--- config.mk ---
export PLATFORM = sky130hd
export DESIGN_NAME = sdrc_bank_req_rsp
export DESIGN_NICKNAME = d
export VERILOG_FILES = /design/src/rtl/sdrc_bank_req_rsp.sv
export SDC_FILE = /design/constraint.sdc
export NUM_CORES = 1
export LEC_CHECK = 0
export ABC_AREA = 1
export BUFFER_PORTS_ARGS = -buffer_cell sky130_fd_sc_hd__buf_4
export CORE_ASPECT_RATIO = 1.1
export CORE_MARGIN = 8
export CORE_UTILIZATION = 42
export CTS_CLUSTER_DIAMETER = 60
export CTS_CLUSTER_SIZE = 24
export DETAILED_ROUTE_END_ITERATION = 7
export GPL_ROUTABILITY_DRIVEN = 0
export GPL_TIMING_DRIVEN = 1
export PLACE_DENSITY = 0.68
export SYNTH_ARGS = -nofsm -noshare
export SYNTH_HDL_FRONTEND = slang
export SYNTH_SLANG_ARGS = --single-unit
export TNS_END_PERCENT = 30
--- constraint.sdc ---
create_clock -name clk -period 3.1 [get_ports clk]
set_input_delay 0.465 -clock clk [delete_from_list [all_inputs] [get_ports clk]]
set_output_delay 0.465 -clock clk [all_outputs]
set_load 0.05 [all_outputs]
--- src/rtl/sdrc_bank_req_rsp.sv ---
// Bank-side chunk queue: buffers requester chunks, classifies the head as
// row hit / activate / precharge+activate, and quiesces the queue for refresh.
module sdrc_bank_req_rsp #(
  parameter int APP_RW   = 9,
  parameter int REQ_ID_W = 4
) (
  input  logic                clk,
  input  logic                reset,
  input  logic                r2b_req,
  input  logic                r2b_start,
  input  logic                r2b_last,
  input  logic                r2b_wrap,
  input  logic                r2b_write,
  input  logic [REQ_ID_W-1:0] r2b_req_id,
  input  logic [1:0]          r2b_ba,
  input  logic [11:0]         r2b_raddr,
  input  logic [11:0]         r2b_caddr,
  input  logic [APP_RW-1:0]   r2b_len,
  output logic                b2r_ack,
  output logic                b2r_arb_ok,
  output logic                b2x_req,
  output logic [1:0]          b2x_cmd,
  output logic [1:0]          b2x_ba,
  output logic [11:0]         b2x_raddr,
  output logic [11:0]         b2x_caddr,
  output logic [APP_RW-1:0]   b2x_len,
  output logic [REQ_ID_W-1:0] b2x_id,
  output logic                b2x_write,
  output logic                b2x_start,
  output logic                b2x_last,
  output logic                b2x_wrap,
  input  logic                x2b_ack,
  input  logic                x2b_rf_req,
  input  logic                x2b_rf_done,
  output logic                b2x_rf_go
);

  typedef struct packed {
    logic [REQ_ID_W-1:0] id;
    logic [1:0]          ba;
    logic [11:0]         raddr;
    logic [11:0]         caddr;
    logic [APP_RW-1:0]   len;
    logic                write;
    logic                start;
    logic                last;
    logic                wrap;
  } chunk_t;

  typedef enum logic [1:0] {IDLE, DRAIN, RF} state_t;

  state_t     state;
  chunk_t     fifo [4];
  chunk_t     head;
  logic [1:0] wr_ptr, rd_ptr;
  logic [2:0] count, count_nxt;
  logic [3:0] bank_vld;
  logic [11:0] bank_row [4];
  logic       push, pop;

  assign b2r_ack   = r2b_req && (count < 3'd4) && (state == IDLE);
  assign push      = b2r_ack;
  assign b2x_req   = (count != 3'd0);
  assign pop       = b2x_req && x2b_ack;
  assign count_nxt = count + {2'b00, push} - {2'b00, pop};

  assign head      = fifo[rd_ptr];
  assign b2x_ba    = head.ba;
  assign b2x_raddr = head.raddr;
  assign b2x_caddr = head.caddr;
  assign b2x_len   = head.len;
  assign b2x_id    = head.id;
  assign b2x_write = head.write;
  assign b2x_start = head.start;
  assign b2x_last  = head.last;
  assign b2x_wrap  = head.wrap;

  always_comb begin
    b2x_cmd = 2'b10;
    if (!bank_vld[head.ba])                     b2x_cmd = 2'b01;
    else if (bank_row[head.ba] == head.raddr)   b2x_cmd = 2'b00;
  end

  // Payload storage and open-row table carry no reset; validity lives in count/bank_vld.
  always_ff @(posedge clk) begin
    if (push) fifo[wr_ptr] <= '{id: r2b_req_id, ba: r2b_ba, raddr: r2b_raddr,
                               caddr: r2b_caddr, len: r2b_len, write: r2b_write,
                               start: r2b_start, last: r2b_last, wrap: r2b_wrap};
    if (pop)  bank_row[head.ba] <= head.raddr;
  end

  always_ff @(posedge clk or posedge reset) begin
    if (reset) begin
      count      <= 3'd0;
      wr_ptr     <= 2'd0;
      rd_ptr     <= 2'd0;
      bank_vld   <= 4'b0;
      state      <= IDLE;
      b2r_arb_ok <= 1'b0;
      b2x_rf_go  <= 1'b0;
    end else begin
      count      <= count_nxt;
      if (push) wr_ptr <= wr_ptr + 2'd1;
      if (pop)  rd_ptr <= rd_ptr + 2'd1;
      if (pop)  bank_vld[head.ba] <= 1'b1;
      b2r_arb_ok <= (state == IDLE) && !x2b_rf_req && (count_nxt <= 3'd2);
      case (state)
        IDLE:  if (x2b_rf_req) state <= DRAIN;
        DRAIN: if (count == 3'd0) begin
                 state     <= RF;
                 b2x_rf_go <= 1'b1;
               end
        // Refresh closes every row; the queue is empty here so no pop competes.
        RF:    if (x2b_rf_done) begin
                 state     <= IDLE;
                 b2x_rf_go <= 1'b0;
                 bank_vld  <= 4'b0;
               end
        default: state <= IDLE;
      endcase
    end
  end

endmodule

== After elaboration in Yosys (flattened, before gate mapping) ==
Memory sizes are Yosys's and may differ from the RTL's.
Cells that the tools add are included.
Word-level totals
  flip-flop bits (word level): 15
  output and inout bits: 49
  logic and storage cells: 57
  memories: 2
  bits in writable memories: 220
  bits of input ports: 49
Operators by class
  equality and inequality tests: 6
  reduce and logical (&&, ||, !) cells: 13
  $add $sub $neg: 4
  $lt $le $gt $ge: 4
  bitwise gates (word level): 1
  muxes and demuxes: 20
Memories
  fifo: words 4, width 43, read ports 1, clocked after Yosys merged registers in 0, wr ports 1, RTL line 53  | chunk_t fifo [4];
  bank_row: words 4, width 12, read ports 1, clocked after Yosys merged registers in 0, wr ports 1, RTL line 58  | logic [11:0] bank_row [4];
Operators by type and width (number)
  12-bit == test: 1
  4-bit two-way mux: 3
  2-bit two-way mux: 5
  1-bit two-way mux: 8
  1-bit logical AND: 6
  2-bit inequality test, second input constant: 3
  2-bit case mux with 3 select lines: 1
  3-bit AND reduction: 2
  2-bit by 1-bit adder with 2-bit output, second input constant: 2
  4-bit bitwise OR: 1
  3-bit by 1-bit adder with 3-bit output: 1
  3-bit by 2-bit <= comparator with 1-bit output, second input constant: 1
  3-bit zero test: 1
  2-bit by 3-bit less-than comparator with 1-bit output, second input constant: 1
  3-bit less-than comparator, second input constant: 1
  3-bit nonzero test: 1
  3-bit by 1-bit subtractor with 3-bit output: 1
  1-bit binary-select mux with 2-bit select: 1
  1-bit demux with 2-bit select: 1
  2-bit by 1-bit == test with 1-bit output, second input constant: 1
  2-bit == test, second input constant: 1
  2-bit by 1-bit >= comparator with 1-bit output, second input constant: 1
  2-bit zero test: 1
  1-bit case mux with 2 select lines: 1
  other kinds (2): 2

== Depth between registers and ports, before layout ==
Gate-level depths: netlist of the first run.
An unclocked memory read counts as a cell.
  depth in word-level cells: 9
  depth in mapped cells: 15
  mapped depth without buffers: 15

== Worst setup path after synthesis of the first run ==
No wires, ideal clock.
  path type: flip-flop to flip-flop
  start: register state[0]
  end: memory fifo[0][0] (netlist name), enable pin
  path slack: -1.379 ns
  stages on the path, launching flop included: 6
  arrival time: 4.035 ns
  path through: dfrtp_1 > nor2_1 > inv_1 > nor3_1 > inv_1 > nor2_1
Between the ends
  cells in the longest elaborated chain, start to end: 4
Ends and longest elaborated chain
  from (decl): RTL line 52  | state_t state;
  from (signal assigned): RTL line 98  | state <= IDLE;
  from (signal assigned): RTL line 108  | IDLE: if (x2b_rf_req) state <= DRAIN;
  from (signal assigned): RTL line 110  | state <= RF;
  2-bit zero test: RTL line 61  | assign b2r_ack = r2b_req && (count < 3'd4) && (state == IDLE);
  1-bit logical AND: RTL line 61
  via b2r_ack: RTL line 19  | output logic b2r_ack,
  1-bit two-way mux: RTL line 86  | if (push) fifo[wr_ptr] <= '{id: r2b_req_id, ba: r2b_ba, raddr: r2b_raddr,
  1-bit two-way mux (implied by the code): RTL line 86
  to (decl): RTL line 53
The timed path passes the listed nets, and every way through them passes these cells.

== Worst setup path in the final report of the first run ==
  start: register rd_ptr[0]
  end: output b2x_cmd[1]
Between the ends
  cells in the longest elaborated chain, start to end: 5
  elaborated cells on any way between the ends: 7
  those cells by class: eq/ne: 1; mux: 4; memory: 2
Ends and longest elaborated chain
  from (decl): RTL line 55  | logic [1:0] wr_ptr, rd_ptr;
  from (signal assigned): RTL line 104  | if (pop) rd_ptr <= rd_ptr + 2'd1;
  memory 4 x 43 bit *
  memory 4 x 12 bit
  12-bit == test: RTL line 81  | else if (bank_row[head.ba] == head.raddr) b2x_cmd = 2'b00;
  2-bit two-way mux: RTL line 81
  2-bit two-way mux *: RTL line 80  | if (!bank_vld[head.ba]) b2x_cmd = 2'b01;
  to (decl): RTL line 22  | output logic [1:0] b2x_cmd,
Mark *: on every way between the ends. The rest lies on a longest branch, timed or not. The select of a mux whose other input is x is not followed.

==> impl_metrics.toml, run 1 <==
[logic_synthesis]
synth.net_count = 793
synth_top_flop_cell = "edfxtp_1"
synth-async-reset-ratio = 0.06383
ys_ff_latch = 235
netlist_instances = 738
synth_enable_flop_cells = 220
yosysWarningCount = 0
yosysSeqAreaShare = 0.7483
synth_area_per_cell_um2 = 12.64
synth_cell_types = 30
syn-cell-area_um2 = 9330

[routing]
vias_per_cell = 5.069
remaining_drc_errors = 0
final_ant_viol_nets = 0
detail_route.wl_per_cell_um = 17.89
total_number_of_vias = 5971
detail_route.first_pass.iterations = 5
postRouteWirelength_um = 21080
drt_first_iter_violations = 451

[die]
chipWidth_um = 158.1
floorplan.io_pins = 98
initial_utilization = 0.4248
core.rowCount = 57
fp.dieH_um = 172.3
die_area_um2 = 27250
fp.coreArea_um2 = 21970

[sta]
timing.max_slew.rel_slack = 0.6075
skew_ns = 0.02153
max_slew.worst_pin.slew_ns = 0.5881
slew_violations = 0
rsz0062_at_grt = "true"
fmax_mhz = 327.2
fin_crit_sh = 0.9860
layout_min_cycle_time_ns = 3.057
hold_viol = 0
setup_viol = 0
worst_hold_slack_ns = 0.05899

[global_route]
grt_pass1_vias = 5827
global_route.usage.total = 0.1491
overflow = 0
antenna_violations_before_repair = 0
grt_first_pass_wirelength_um = 31560
maximum_number_of_pins_on_one_net_before_global_route_repair = 38

[setup_path]
r2r_end = "b2r_arb_ok"
timing.critical_path.required_ns = 2.63
endpoint = "b2x_cmd[1]"
critPathLaunch = "rd_ptr[0]"
setup.worst_path.end_class = "output port"
path_max_fanout = 8
r2r_slack_ns = 0.54
critical_path.reg2reg.startpoint = "count[1]"
worstRegToRegCells = 9
crit_path_start_kind = "register"
cp_data_arrival_time_ns = 2.59
timing.setup.critical_path_class = "register to output port"

[finish]
final_layout_size_suffix_gt1_frac = 0.2673
area_growth_syn_to_layout_pct = 25.87
final_net_count = 930
layout.core_utilization = 0.5346
antenna-diode-count = 0

[job]
maxCapViolations = 0

[placed_design]
place_hpwl_um = 11890
place.port_buffers = 97

[power_and_ir_drop]
p_per_area_nw_per_um2 = 1139
maximum_vdd_ir_drop_mv = 0.7386
power.static_leakage_nw = 4.434

[clocking]
clkSinkCount = 235
cts_max_level = 1
deepest_clock_path_buffer_count = 3
cts_made_buffers = 15
clkTransAtPathRegs_ns = 0.09
cts_tree = "done"
cts.root.buffer_cell = "clkbuf_16"
clk_latency_ns = 0.48

[hold_path]
min_delay_path_class = "input port to async pin"

[outcome]
result_of_the_run = "finished clean"
-- power breakdown --
| part | internal, mW | switching, mW |
|---|---|---|
| combinational | 2.49 | 4.63 |
| clock | 0.923 | 1.02 |
| sequential | 4.13 | 0.191 |
-- state kept, by name, indices dropped and copies added (netlist names) --
name and cells:
count 3, rd_ptr 2, wr_ptr 2, bank_row 48, b2r_arb_ok 1, b2x_rf_go 1, fifo 172, bank_vld 4
state 2
-- through the flow --
step | worst slack, ns | TNS (ns) | total power [mW] | instance area (um^2) | cells
after floorplan | -0.1094 | -18.85 | 8.448 | 9345 | 738
after global placement | 0.3849 | 0 | 10.13 | 10510 | 1116
after CTS | 0.0002793 | 0 | 12.82 | 11340 | 1158
after detailed placement | 0.3304 | 0 | 10.22 | 10510 | 1116
after global routing | -0.1063 | -0.1063 | 14.13 | 11740 | 1178
final | 0.04344 | 0 | 13.38 | 11740 | 1178
-- cell usage in the layout (no fill, tap or decap), types with 2 or more instances in the layout --
cell / Yosys / layout
a2bb2oi_1: 4 / 4
buf_12: 0 / 10
buf_16: 0 / 3
buf_4: 3 / 123
buf_6: 0 / 9
bufbuf_16: 0 / 3
clkbuf_1: 18 / 2
clkbuf_16: 0 / 19
clkinvlp_4: 0 / 2
dfrtp_1: 15 / 13
dfrtp_2: 0 / 2
edfxtp_1: 220 / 220
ha_1: 5 / 5
inv_1: 31 / 30
inv_4: 0 / 3
inv_6: 0 / 2
nand2_1: 143 / 123
nand2_2: 1 / 17
nand2_4: 1 / 5
nand2_8: 0 / 2
nand3_1: 39 / 30
nand3_2: 2 / 9
nand3_4: 0 / 2
nor2_1: 102 / 94
nor2_2: 0 / 3
nor2_4: 0 / 5
o211ai_1: 12 / 12
o21ai_0: 71 / 69
o21ai_1: 1 / 3
o22ai_1: 29 / 29
or2_2: 11 / 11
xnor2_1: 3 / 3
xor2_1: 2 / 2
-- worst min path at each step --
| stage | cells after the start | to | slack, ns | from |
|---|---|---|---|---|
| floorplan | 1 | b2r_arb_ok | 0.37 | reset |
| global placement | 1 | b2x_rf_go | 0.52 | b2x_rf_go |
| detailed placement | 1 | b2x_rf_go | 0.51 | b2x_rf_go |
| CTS | 2 | b2r_arb_ok | 0.07 | reset |
| global route | 2 | rd_ptr[1] | 0.09 | reset |
| finish | 2 | rd_ptr[1] | 0.06 | reset |
-- routing by layer --
layer  track usage  vias to the layer above  share of wire
li1              -                     2886              -
met1        0.1861                     2889           0.42
met2        0.2619                      159           0.50
met3       0.02925                       37          0.058
met4       0.03652                        0          0.021
met5             0                        -              0
-- cells in the mapped netlist (2+ instances only) --
| cell | n | share of area |
|---|---|---|
| inv_2 | 4 | 0.0016 |
| buf_1 | 2 | 0.00080 |
| o21ai_0 | 71 | 0.038 |
| nand3_1 | 39 | 0.021 |
| nor2_1 | 102 | 0.041 |
| dfrtp_1 | 15 | 0.040 |
| buf_4 | 3 | 0.0024 |
| o22ai_1 | 29 | 0.019 |
| a2bb2oi_1 | 4 | 0.0038 |
| nor3_1 | 2 | 0.0011 |
| buf_2 | 11 | 0.0059 |
| ha_1 | 5 | 0.0067 |
| nand2_1 | 143 | 0.058 |
| xor2_1 | 2 | 0.0019 |
| edfxtp_1 | 220 | 0.71 |
| clkbuf_1 | 18 | 0.0072 |
| xnor2_1 | 3 | 0.0028 |
| or2_2 | 11 | 0.0074 |
| inv_1 | 31 | 0.012 |
| o211ai_1 | 12 | 0.0097 |
| nand3_2 | 2 | 0.0021 |
-- repair_timing --
| item | in CTS | in global routing |
|---|---|---|
| setup endpoints to repair | 1 | 1 |
| setup buffers | 11 | 15 |
| cloned | 6 | 5 |
| gates resized for setup | 24 | 50 |
| hold buffers | 0 | 0 |
| pin swaps | 7 | 32 |
-- critical path, cell delays in order, from the launching register on --
cell,delay [ns]
dfrtp_2,0.46
buf_12,0.13
clkinv_8,0.06
nand2_4,0.06
nand3_4,0.10
buf_12,0.17
clkbuf_16,0.15
nand3_2,0.06
nand2_1,0.05
nand2_1,0.09
nand2_1,0.07
nand2_1,0.06
nand2_1,0.05
nor2_2,0.15
nand3_2,0.10
nor2_2,0.12
nor2_1,0.05
buf_6,0.16
-- kinds of logic after synthesis --
family	count (synthesis)	share of synthesized area
AND/OR/NAND/NOR	301	0.1320
flip-flops	235	0.7483
AO/OA/AOI/OAI	122	0.07577
buffers and inverters	69	0.03044
adder cells (fa/ha/maj)	6	0.008851
XOR/XNOR	5	0.004694
-- cell type report --
| cell class | instances | area [um^2] |
|---|---|---|
| Timing Repair Buffer | 152 | 1505 |
| Clock inverter | 8 | 66.31 |
| Fill cell | 1844 | 10220 |
| Sequential cell | 235 | 6984 |
| Tap cell | 295 | 369.1 |
| Inverter | 35 | 151.4 |
| Multi-Input combinational cell | 436 | 2285 |
| Clock buffer | 17 | 382.9 |
Note: power is estimated with default switching activity, not from simulation.
==> inputs of run 2 (changes only) <==
--- a/config.mk
+++ b/config.mk
@@ -7,4 +7,5 @@
 export LEC_CHECK = 0
 export ABC_AREA = 1
+export ABC_CLOCK_PERIOD_IN_PS = 3100
 export BUFFER_PORTS_ARGS = -buffer_cell sky130_fd_sc_hd__buf_4
 export CORE_ASPECT_RATIO = 1.1
@@ -17,4 +18,5 @@
 export GPL_TIMING_DRIVEN = 1
 export PLACE_DENSITY = 0.68
+export RECOVER_POWER = 50
 export SYNTH_ARGS = -nofsm -noshare
 export SYNTH_HDL_FRONTEND = slang
==> constraint.sdc (replaced) <==
create_clock -name clk -period 3.1 [get_ports clk]
set_input_delay 0.465 -clock clk [delete_from_list [all_inputs] [get_ports clk]]
set_output_delay 0.465 -clock clk [all_outputs]
set_load 0.1 [all_outputs]
==> run 2 against run 1 <==
The flow now finishes with violations (negative setup slack). Hold slack got worse by 0.020 ns. Fmax fell by 2.9%. Clock-buffer cell count grew 1. Critical endpoint unchanged. Largest cell class unchanged. Highest routed layer is now met5.
==> impl_metrics.toml, run 2 (synthesis results as in run 1) <==
[finish]
reg.largest.list = "fifo x172, bank_row x48, bank_vld x4"
mostFrequentLayoutCells = "edfxtp_1 (220), nand2_1 (123), nor2_1 (93), buf_4 (77), o21ai_0 (70)"
final_common_cell = "edfxtp_1"
final_net_count = 926
max_ffs_per_register = 172
area_growth_syn_to_layout_pct = 23.70
regMostFlops = "fifo"
final_layout_size_suffix_gt1_frac = 0.2102

[setup_path]
timing.setup.critical_path_class = "register to output port"
path_max_fanout = 10
timing.critical_path.required_ns = 2.63
cp_data_arrival_time_ns = 2.68
crit_path_start_kind = "register"
setup.worst_path.end_class = "output port"

[global_route]
overflow = 0
antenna_violations_before_repair = 3
global_route.usage.total = 0.1470
grt_pass1_vias = 5859
maximum_number_of_pins_on_one_net_before_global_route_repair = 46
grt_first_pass_wirelength_um = 31220

[sta]
max_slew.worst_pin.slew_ns = 0.7789
setup_viol = 1
tns_ns = -0.04773
timing.max_slew.rel_slack = 0.4767
layout_min_cycle_time_ns = 3.148
rsz0062_at_grt = "true"
fmax_mhz = 317.7
finalWorstSetupSlack_ns = -0.04773
fin_crit_sh = 1.015
hold_viol = 0
skew_ns = 0.01679
slew_violations = 0

[clocking]
deepest_clock_path_buffer_count = 3
cts.root.buffer_cell = "clkbuf_16"
clkTransAtPathRegs_ns = 0.09
clk_latency_ns = 0.49
clkSinkCount = 235
cts_max_level = 1
cts_tree = "done"
cts.hold.buffers_added = 0
cts_made_buffers = 16

[die]
floorplan.io_pins = 98
die_area_um2 = 27250
chipWidth_um = 158.1
core.rowCount = 57
fp.dieH_um = 172.3
initial_utilization = 0.4248
fp.coreArea_um2 = 21970

[placed_design]
pre_cts_slack_ns = 0.4168
place_hpwl_um = 12330
place.port_buffers = 97

[outcome]
violations = "negative setup slack"
result_of_the_run = "finished with violations"

[routing]
final_ant_viol_nets = 0
remaining_drc_errors = 0
vias_per_cell = 5.144
total_number_of_vias = 6049
postRouteWirelength_um = 21290
detail_route.wl_per_cell_um = 18.10
drt_first_iter_violations = 497
detail_route.first_pass.iterations = 4

[hold_path]
min_delay_path_class = "input port to async pin"

[job]
maxCapViolations = 0
run 2: changes by cell type in the layout (fill, tap and decap cells not counted), sizes merged:
cell,delta
buf,-47
bufbuf,-2
bufinv,+1
clkbuf,+44
clkinv,+1
clkinvlp,-2
diode,+1
inv,+2
run 2: path summary, 6_finish.rpt:
check / from / to / slack [ns] / cells after the start
worst max register to register: count[1] / b2r_arb_ok / 0.48 / 9
worst min register to register: b2x_rf_go / b2x_rf_go / 0.52 / 1
worst min-delay path: reset / state[1] / 0.04 / 2
min in group clk: x2b_rf_req / b2r_arb_ok / 0.17 / 2
worst max-delay path: rd_ptr[0] / b2x_cmd[1] / -0.05 / 12
max in group asynchronous: reset / rd_ptr[0] / 2.64 / 2
run 2: what timing repair did:
action | 4_1_cts | 5_1_grt
setup endpoints to repair | 1 | 2
gates resized for setup | 15 | 51
pin swaps | 1 | 20
buffers inserted | 2 | 20
gates cloned | 2 | 7
run 2: stage by stage:
step	hold WS [ns]	cell area [um^2]	cells	utilization
detailed placement	0.5207	10560	1117	0.4809
finish	0.03863	11540	1176	0.5254
floorplan	0.3665	9365	738	-
CTS	0.04537	11240	1148	0.5115
global placement	0.5167	10560	1117	0.4809
global route	0.08568	11540	1176	0.5254
run 2: layout make-up:
cell class              instances  area [um^2]
diodes                          1        2.502
clock buffers                  18        429.2
clock inverters                 9        108.9
fillers                      1906        10430
inverters                      35        151.4
multi-input cells             436         2260
flip-flops and latches        235         6983
well taps                     295        369.1
repair buffers                146         1229
repair inverters                1        8.758
run 2: critical path, stage by stage (launching register included):
cell	delay, ns
dfrtp_2	0.48
buf_12	0.16
clkbuf_16	0.15
or2_2	0.29
o211ai_1	0.08
nand2_1	0.21
nand3_1	0.14
nand2_1	0.07
nor2_2	0.12
nand3_1	0.10
nor2_2	0.15
nor2_4	0.06
buf_12	0.17
run 2: layer usage:
metal,GRT usage,share of wire,vias up
li1,-,-,2895
met1,0.1823,0.41,2963
met2,0.2580,0.51,153
met3,0.02825,0.054,34
met4,0.04021,0.019,4
met5,0,0.00089,-
Power of run 2 is left out: the tool's default activity adds up to more than one toggle a clock period on the data nets, which glitch-free logic cannot reach.
==> inputs of run 3 (changes only) <==
ABC_CLOCK_PERIOD_IN_PS = 3500   (was 3100)
PLACE_DENSITY = 0.66   (was 0.68)
clock period = 3.5 ns   (was 3.1 ns; I/O delays follow)
==> run 3 against run 2 <==
The flow now finishes without violations. Design area shrank 6.2%. Non-clock buffer count decreased by 31. First-iteration DRC count down 37%. Sequential cell count stayed put. Clock skew is 0.0048 ns higher. Via count fell by 4.8%. Clock-buffer cell count rose by 2. Critical path type unchanged. Largest cell class unchanged.
==> impl_metrics.toml, run 3 (synthesis results as in run 1) <==
[finish]
final_common_cell = "edfxtp_1"
final_net_count = 892
max_ffs_per_register = 172
multi_input_area_um2 = 2108
num-fill-cells = 1999
area_growth_syn_to_layout_pct = 16.01
post-route-cell-area_um2 = 10820
reg.largest.list = "fifo x172, bank_row x48, bank_vld x4"
area_occupied_by_registers_um2 = 6983
mostFrequentLayoutCells = "edfxtp_1 (220), nand2_1 (143), nor2_1 (97), o21ai_0 (72), buf_4 (62)"
final_layout_size_suffix_gt1_frac = 0.1405
regMostFlops = "fifo"

[clocking]
cts_tree = "done"
clkTransAtPathRegs_ns = 0.08
deepest_clock_path_buffer_count = 3
cts_made_buffers = 16
cts.hold.buffers_added = 0
cts-resized-gates = 0
cts.root.buffer_cell = "clkbuf_16"
cts_max_level = 1
clk_latency_ns = 0.49
setup_fix_buffers_added_after_clock_tree_synthesis = 0
clkSinkCount = 235

[setup_path]
timing.setup.critical_path_class = "register to output port"
critical_path.reg2reg.startpoint = "state[0]"
timing.critical_path.slowest_cell_delay_ns = 0.43
cpMostUsedCell = "nand2_1"
timing.critical_path.required_ns = 2.97
path_max_fanout = 28
r2r_end = "fifo[3][7]"
timing.critical_path.cells = "buf_4 > nand2_1 > nand3_2 > nand2_4 > nand2_1 > nand2_1 > nand2_1 > nand3_1 > nand2_1 > nor2_1 > nand3_1 > nor2_1 > nor2_2 > buf_4"
crit_path_start_kind = "register"
setup.worst_path.end_class = "output port"
cp_data_arrival_time_ns = 2.76
r2r_slack_ns = 0.84
worstRegToRegCells = 6
critPathSlowestCell = "dfrtp_2"

[die]
initial_utilization = 0.4248
fp.dieH_um = 172.3
floorplan.io_pins = 98
fp.coreArea_um2 = 21970
core.rowCount = 57
die_area_um2 = 27250
chipWidth_um = 158.1

[job]
maxCapViolations = 0

[global_route]
maximum_number_of_pins_on_one_net_before_global_route_repair = 80
grt_first_pass_wirelength_um = 30410
grt_pass1_vias = 5533
overflow = 0
global_route.usage.total = 0.1430
antenna_violations_before_repair = 3

[placed_design]
place_hpwl_um = 11900
place.port_buffers = 97
pre_cts_slack_ns = 0.6128
placed_area_um2 = 10470

[sta]
layout_min_cycle_time_ns = 3.287
rsz0062_at_grt = "false"
skew_ns = 0.02154
finalWorstSetupSlack_ns = 0.2131
fin_crit_sh = 0.9391
fmax_mhz = 304.2
hold_viol = 0
slew_violations = 0
setup_viol = 0
timing.max_slew.rel_slack = 0.2013
worst_hold_slack_ns = 0.1153
max_slew.worst_pin.slew_ns = 1.203

[routing]
drt_first_iter_violations = 313
remaining_drc_errors = 0
detail_route.wl_per_cell_um = 17.18
vias_per_cell = 5.038
postRouteWirelength_um = 19630
final_ant_viol_nets = 0
detail_route.first_pass.iterations = 6
total_number_of_vias = 5758

[outcome]
result_of_the_run = "finished clean"

[hold_path]
min_delay_path_class = "input port to async pin"
## run 3: layer usage
| metal | part of all wire | GRT usage | vias to the layer above |
|---|---|---|---|
| li1 | - | - | 2805 |
| met1 | 0.42 | 0.1767 | 2779 |
| met2 | 0.49 | 0.2477 | 142 |
| met3 | 0.071 | 0.03525 | 28 |
| met4 | 0.017 | 0.03529 | 4 |
| met5 | 0.0012 | 0 | - |
## run 3: worst max-delay path, delay by kind of cell (launching register included)
family,cells,cell delay [ns]
simple gates,12,1.37
flops,1,0.43
buf+inv,2,0.45
## run 3: area by class of cell
cell class | instances | area share
flip-flops and latches | 235 | 0.6451
multi-input cells | 434 | 0.1948
repair buffers | 115 | 0.06600
clock buffers | 20 | 0.04034
well taps | 295 | 0.03410
inverters | 35 | 0.01237
clock inverters | 8 | 0.007051
diodes | 1 | 0.0002312
## run 3: worst max-delay path by stage
stage,start,end,slack [ns],cells past startpoint
6_report,rd_ptr[0],b2x_cmd[1],0.21,14
3_3_place_gp,rd_ptr[0],b2x_cmd[1],0.63,14
3_5_place_dp,rd_ptr[0],b2x_cmd[1],0.61,14
4_1_cts,rd_ptr[0],b2x_cmd[1],0.08,14
5_1_grt,rd_ptr[0],b2x_cmd[1],0.003,16
2_1_floorplan,rd_ptr[1],b2x_cmd[1],-0.01,8
## run 3: through the flow
| step | std cells | setup TNS, ns | util |
|---|---|---|---|
| finish | 1143 | 0 | 0.4928 |
| detailed placement | 1114 | 0 | 0.4768 |
| global route | 1143 | 0 | 0.4928 |
| CTS | 1142 | 0 | 0.5002 |
| floorplan | 738 | -0.009635 | - |
| global placement | 1114 | 0 | 0.4768 |
Power of run 3 is left out for the same reason.
